**src/rtl/dly_deglitch_filter.sv**
```systemverilog
// Synchroniser plus level qualifier for a delay-chain output: Z follows I only after
// FILT_CYCLES stable samples. The optional event counter is built when DLY_DEGLITCH_EVT_CNT_EN is defined.
module dly_deglitch_filter #(
  parameter int SYNC_STAGES = 2,
  parameter int FILT_CYCLES = 4,
  parameter int CNT_W       = 8
) (
  input  logic       CLK,
  input  logic       RST,
  input  logic       I,
  output logic       Z,
  output logic       RISE,
  output logic       FALL,
  output logic       BUSY,
  output logic [7:0] EVT_CNT
);
  typedef enum logic [1:0] {LO, QRISE, HI, QFALL} state_t;

  localparam logic [CNT_W-1:0] CNT_LAST = CNT_W'(FILT_CYCLES - 1);

  if (SYNC_STAGES < 2 || SYNC_STAGES > 4) begin : g_bad_sync
    $error("dly_deglitch_filter: SYNC_STAGES must be 2..4");
  end
  if (FILT_CYCLES < 1 || FILT_CYCLES > 255) begin : g_bad_filt
    $error("dly_deglitch_filter: FILT_CYCLES must be 1..255");
  end
  if (FILT_CYCLES >= (1 << CNT_W)) begin : g_bad_cnt_w
    $error("dly_deglitch_filter: FILT_CYCLES must be < 2**CNT_W");
  end

  logic [SYNC_STAGES-1:0] sync_q;
  logic                   s;
  state_t                 state, state_nxt;
  logic [CNT_W-1:0]       cnt, cnt_nxt;
  logic                   z_nxt, rise_nxt, fall_nxt, busy_nxt;

  always_ff @(posedge CLK) begin
    if (RST) sync_q <= '0;
    else     sync_q <= {sync_q[SYNC_STAGES-2:0], I};
  end
  assign s = sync_q[SYNC_STAGES-1];

  always_ff @(posedge CLK) begin
    if (RST) begin
      state <= LO;
      cnt   <= '0;
    end else begin
      state <= state_nxt;
      cnt   <= cnt_nxt;
    end
  end

  // cnt holds the number of consecutive opposite samples seen so far; any
  // state change clears it, so an interrupted candidate restarts from zero.
  always_comb begin
    state_nxt = state;
    cnt_nxt   = cnt;
    unique case (state)
      LO: if (s) begin
        if (FILT_CYCLES == 1) state_nxt = HI;
        else begin
          state_nxt = QRISE;
          cnt_nxt   = CNT_W'(1);
        end
      end
      QRISE: if (!s) begin
        state_nxt = LO;
        cnt_nxt   = '0;
      end else if (cnt == CNT_LAST) begin
        state_nxt = HI;
        cnt_nxt   = '0;
      end else cnt_nxt = cnt + 1'b1;
      HI: if (!s) begin
        if (FILT_CYCLES == 1) state_nxt = LO;
        else begin
          state_nxt = QFALL;
          cnt_nxt   = CNT_W'(1);
        end
      end
      QFALL: if (s) begin
        state_nxt = HI;
        cnt_nxt   = '0;
      end else if (cnt == CNT_LAST) begin
        state_nxt = LO;
        cnt_nxt   = '0;
      end else cnt_nxt = cnt + 1'b1;
    endcase
  end

  // Outputs are decoded from the next state and registered alongside it.
  always_comb begin
    z_nxt    = (state_nxt == HI) || (state_nxt == QFALL);
    busy_nxt = (state_nxt == QRISE) || (state_nxt == QFALL);
    rise_nxt = z_nxt && !Z;
    fall_nxt = !z_nxt && Z;
  end

  always_ff @(posedge CLK) begin
    if (RST) begin
      Z    <= 1'b0;
      RISE <= 1'b0;
      FALL <= 1'b0;
      BUSY <= 1'b0;
    end else begin
      Z    <= z_nxt;
      RISE <= rise_nxt;
      FALL <= fall_nxt;
      BUSY <= busy_nxt;
    end
  end

`ifdef DLY_DEGLITCH_EVT_CNT_EN
  logic [7:0] evt_q;
  // Counts on the same edge that raises RISE/FALL; saturates at 255.
  always_ff @(posedge CLK) begin
    if (RST) evt_q <= '0;
    else if ((rise_nxt || fall_nxt) && evt_q != 8'hFF) evt_q <= evt_q + 8'd1;
  end
  assign EVT_CNT = evt_q;
`else
  assign EVT_CNT = 8'd0;
`endif

endmodule

```
**config.mk**
```make
export PLATFORM = sky130hd
export DESIGN_NAME = dly_deglitch_filter
export DESIGN_NICKNAME = d
export VERILOG_FILES = /design/src/rtl/dly_deglitch_filter.sv
export SDC_FILE = /design/constraint.sdc
export NUM_CORES = 1
export LEC_CHECK = 0
export CORE_MARGIN = 10
export CORE_UTILIZATION = 52
export CTS_CLUSTER_DIAMETER = 40
export DETAILED_ROUTE_END_ITERATION = 7
export PLACE_DENSITY = 0.9
export SYNTH_ARGS = -nofsm -noshare
export SYNTH_HDL_FRONTEND = slang
export SYNTH_SLANG_ARGS = --single-unit
```
**constraint.sdc**
```tcl
create_clock -name CLK -period 4.65 [get_ports CLK]
set_input_delay 1.395 -clock CLK [delete_from_list [all_inputs] [get_ports CLK]]
set_output_delay 1.395 -clock CLK [all_outputs]
set_load 0.01 [all_outputs]
```
==> results.yml, run 1 <==
synth:
  netlist_top_cells_count: "15 x dfxtp_1, 8 x buf_4, 7 x nand2_1"
  yosys.area_share.xor_xnor_pct: 5.69
  ys_ff_latch: 15
  syn_area_per_cell_sq_um: 9.59
  yosysUniqueCellTypes: 34
  ys_top_cells_by_area: "dfxtp_1 40%, buf_4 8.0%, nand4bb_4 3.7%"
  synthAdderAreaFrac_pct: 1.67
  synth.top_cell.area_share_pct: 40.1
  async_flop_share_pct: 0
  synth_top_family_by_area: "simple AND/OR/NAND/NOR gates"
  post-synth-top-count-cell: "dfxtp_1"
  synth_compound_area_share_pct: 11.9
  synth_simple_gate_area_share_pct: 29.1
  synth_warnings: 0
  synth_top_area_cell: "dfxtp_1"
  synth.area.mux_share_pct: 1.34
  ys_seq_area_share_pct: 40.1
  synth_flop_cell: "dfxtp_1"
  synthesis.area_sq_um: 748
  synth_cells: 78
  synth_edf_count: 0
clocking:
  cts_setup_buffers: 0
  cts_resized: 0
  worstSkewPairLatency_ps: 290
  hold_buffers: 0
  cts-root-buf: "clkbuf_4"
  clkSlewWorstSetupHoldPaths_ps: 80
  cts_made_buffers: 3
  h-tree-depth: 1
  cts_tree: "built"
  cts_buffer_depth: 2
  cts.sinks: 15
floorplan:
  die_y_um: 57.9
  die_x_um: 57.9
  io-pin-count: 15
  die-area_sq_um: 3360
  initial_core_util_pct: 56.1
  rows: 13
  core_region_area_sq_um: 1330
critical_path:
  cpPeakStageDelay_ps: 570
  endpoint_kind: "primary output"
  cp_data_required_time_ps: 3250
  path_buf_inv: 1
  critical_path.cell_chain: "clkdlybuf4s50_1"
  crit_type: "reg2out"
  crit_family: "buffers and inverters"
  crit_arrival_ps: 1290
  crit_slowest_cell: "clkdlybuf4s50_1"
  cp_max_fo: 5
  crit_path_start_kind: "register"
place:
  port_buffers: 6
  pre_cts_ws_ps: 1860
  place.detailed.hpwl_um: 1030
  globalplace.congestion: 0.867
  dp_cells: 97
global_route:
  grt_overflow: 0
  antenna_found_initial: 0
  grt_pass1_vias: 532
  grt_pass1_wl_um: 2460
  grt_usage_pct: 9.29
  grt_max_degree: 10
route:
  ant_nets: 0
  vias_per_cell: 5.83
  drt_iter0_drc: 33
  vias: 589
  dr.pass1.iters: 4
  wirelength_um: 1480
  drc: 0
  wl_per_cell_um: 14.7
timing:
  rsz0062_at_grt: "false"
  worst_slack_ps: 1960
  max_freq_mhz: 372
  hold_viol: 0
  fin_hold_ws_ps: 452
  maxSlewViolCount: 0
  period_share_pct: 57.8
  setup_viol: 0
  worst_pin_slew_ps: 603
  fin_setup_tns_ps: 0
  maxSlewHeadroom_pct: 59.5
  fin_skew_ps: 2.04
  period_minus_slack_ps: 2690
cells_and_area:
  antenna_cells: 0
  drive_gt1_share_pct: 12.8
  fill_cells: 104
  areaGrowthSynthToFinish_pct: 9.03
  layoutNonFillerInstCount: 101
  fin_nets: 91
pwr:
  power.density_nw_per_um2: 272
  leakagePower_uw: 0.000300
  vdd_drop_max_uv: 211
outcome:
  status: "finished clean"
run:
  cap_violations: 0
min_path:
  hold_path.class: "reg2reg"
[power by group]
| group | leakage, uW | internal [uW] | total [uW] | switching, uW |
|---|---|---|---|---|
| Clock | 0.0000177 | 32.1 | 74.5 | 42.4 |
| Combinational | 0.000160 | 5.08 | 14.2 | 9.15 |
| Sequential | 0.000122 | 131 | 134 | 2.59 |
| Total | 0.000300 | 168 | 222 | 54.2 |
[area by class of cell]
class	instances	area [sq um]	area share [%]
inverters	2	7.51	0.920
flip-flops and latches	15	300	36.8
multi-input cells	59	402	49.2
repair buffers	6	60.1	7.36
clock inverters	1	5.00	0.613
well taps	15	18.8	2.30
clock buffers	3	22.5	2.76
[per-layer routing]
metal  GRT usage [%]  part of all wire, %
met1            8.90                   40
met2            15.8                   49
met3            4.14                  8.6
met4            6.04                  2.4
met5               0                    0
[sequential cells by signal, summed over array words and instances, names as in the netlist]
register and cells:
cnt 8, sync_q 2, BUSY 1, RISE 1, FALL 1, state 2
[through the flow]
stage | util [%] | power (uW) | instance area [sq um]
2_1_floorplan | - | 150 | 774
3_3_place_gp | 59.1 | 149 | 788
3_5_place_dp | 59.1 | 150 | 788
4_1_cts | 61.2 | 221 | 816
5_1_grt | 61.2 | 229 | 816
6_report | 61.2 | 222 | 816
[worst paths after layout]
| kind | from | to | slack [ps] | depth (start not counted) |
|---|---|---|---|---|
| hold reg to reg | sync_q[0] | sync_q[1] | 450 | 1 |
| hold / removal | sync_q[0] | sync_q[1] | 450 | 1 |
| setup / recovery | state[1] | Z | 1960 | 1 |
| setup reg to reg | cnt[0] | cnt[4] | 2760 | 5 |
[cell usage in the layout (no fill, tap or decap), drive strengths merged, types with 3 or more instances in the layout]
cell,count
nor3,3
xor2,3
dfxtp,15
and3,3
clkbuf,3
clkdlybuf4s50,6
nand2,7
nor2,3
conb,8
nand3,5
o21ai,5
[kinds of logic (layout without fill, tap and decap cells)]
logic type      after synthesis  in the layout
simple gates                 32             32
flops                        15             15
compound gates               13             13
buf+inv                      11             12
xor+xnor                      4              4
fa+ha+maj                     1              1
other cells                   1              8
mux                           1              1
(Power assumes the default switching activity.)
==> inputs of run 2 (changes only) <==
CORE_UTILIZATION = 44   (was 52)
PLACE_DENSITY = 0.82   (was 0.9)
clock period = 2.2 ns   (was 4.65 ns; I/O delays follow)
==> run 2 against run 1 <==
Against the previous run: die area rose by 12%; non-clock buffer count rose by 2; clock power rose by 110%; sequential share of layout area fell by 0.72 points; power rose by 110%; sequential power rose by 110%; final cell count rose by 3.0%; register-to-register slack got worse by 2400 ps; design area rose by 2.0%; flip-flop and latch count did not move; highest routed layer unchanged; hold slack got worse by 9.8 ps; via count fell by 4.2%.
==> results.yml, run 2 (synthesis gave the netlist of run 1 again) <==
outcome:
  status: "finished clean"
critical_path:
  endpoint_kind: "primary output"
  rr_startpoint: "cnt[0]"
  r2r_end: "cnt[4]"
  crit_type: "reg2out"
  r2r_slack_ps: 330
  crit_arrival_ps: 1300
  path_buf_inv: 1
  crit_family: "buffers and inverters"
  critical_path.cell_chain: "clkdlybuf4s50_1"
  cp_max_fo: 5
  crit_cells: 1
  reg2reg_depth: 5
  crit_slowest_cell: "clkdlybuf4s50_1"
  crit_path_start_kind: "register"
  cpPeakStageDelay_ps: 580
  cp_data_required_time_ps: 1540
timing:
  max_freq_mhz: 510
  fin_skew_ps: 0.579
  period_share_pct: 89.2
  worst_slack_ps: 239
  hold_viol: 0
  period_minus_slack_ps: 1960
  setup_viol: 0
  maxSlewViolCount: 0
  fin_setup_tns_ps: 0
  rsz0062_at_grt: "false"
floorplan:
  initial_core_util_pct: 48.0
  io-pin-count: 15
  rows: 14
  die_x_um: 61.2
  core_region_area_sq_um: 1560
  die_y_um: 61.2
  die-area_sq_um: 3750
pwr:
  power.density_nw_per_um2: 565
  vdd_drop_max_uv: 392
  leakagePower_uw: 0.000309
route:
  vias: 564
  ant_nets: 0
  drt_iter0_drc: 14
  wirelength_um: 1330
  wirelength_met1_um: 584
  vias_per_cell: 5.42
  dr_wl_met3_um: 107
  wl_met2_um: 573
  dr.pass1.iters: 4
  drc: 0
  top_layer: "met4"
  wl_per_cell_um: 12.7
min_path:
  hold_path_depth: 1
  holdPathEnd: "sync_q[1]"
  hp-start: "sync_q[0]"
  hold_path.class: "reg2reg"
cells_and_area:
  antenna_cells: 0
  fin_nets: 93
  drive_gt1_share_pct: 14.8
  biggestRegsByFlops: "cnt (8), state (2), sync_q (2)"
  final_common_cell: "dfxtp_1"
  areaGrowthSynthToFinish_pct: 11.2
  largest_register: "cnt"
  largest_register_ffs: 8
  final_cell_mix: "15 x dfxtp_1, 8 x conb_1, 7 x nand2_1, 6 x clkdlybuf4s50_1, 5 x nand3_1"
clocking:
  cts_buffer_depth: 2
  h-tree-depth: 1
  cts_made_buffers: 3
  cts-root-buf: "clkbuf_4"
  hold_buffers: 0
  cts_resized: 0
  worstSkewPairLatency_ps: 280
  cts.sinks: 15
  cts_setup_buffers: 0
  clkSlewWorstSetupHoldPaths_ps: 90
  cts_tree: "built"
global_route:
  grt_pass1_vias: 489
  grt_pass1_wl_um: 2040
  grt_usage_pct: 7.59
  grt_overflow: 0
  grt_max_degree: 10
  antenna_found_initial: 0
run:
  cap_violations: 0
place:
  place.detailed.hpwl_um: 1010
  pre_cts_ws_ps: 289
  port_buffers: 6
  globalplace.congestion: 0.801
-- run 2: cell count changes in the layout (fill, tap and decap cells not counted) --
cell   delta
buf_4     +2
-- run 2: routing by layer --
layer	GRT usage, %	vias up
li1	-	281
met4	8.14	0
met3	2.67	6
met1	8.03	251
met2	11.1	26
met5	0	-
-- run 2: final cells by class --
type	count	area, sq um
fill	137	727
multi-input combinational	59	402
sequential	15	300
timing repair buffer	8	75.1
clock buffer	3	22.5
tap	16	20.0
inverter	2	7.51
clock inverter	1	5.00
-- run 2: worst max-delay path by stage --
stage	startpoint	endpoint	slack, ps
after detailed placement	RST	cnt[3]	290
after CTS	state[1]	Z	220
final	state[1]	Z	240
after floorplan	cnt[0]	cnt[4]	500
after global placement	RST	cnt[4]	330
after global routing	state[1]	Z	180
-- run 2: per-stage QoR --
stage          instances  hold WS, ps  total power [uW]  area, sq um  utilization [%]
2_1_floorplan         85          414               318          774                -
3_3_place_gp         100          418               319          805             51.6
3_5_place_dp         100          424               320          805             51.6
4_1_cts              104          445               474          832             53.4
5_1_grt              104          455               488          832             53.4
6_report             104          442               470          832             53.4
-- run 2: report_power, final --
| part | leakage, uW | internal, uW | switching (uW) |
|---|---|---|---|
| Sequential | 0.000122 | 277 | 5.20 |
| Combinational | 0.000170 | 13.4 | 19.8 |
| Clock | 0.0000177 | 67.6 | 87.7 |
| Total | 0.000309 | 358 | 113 |
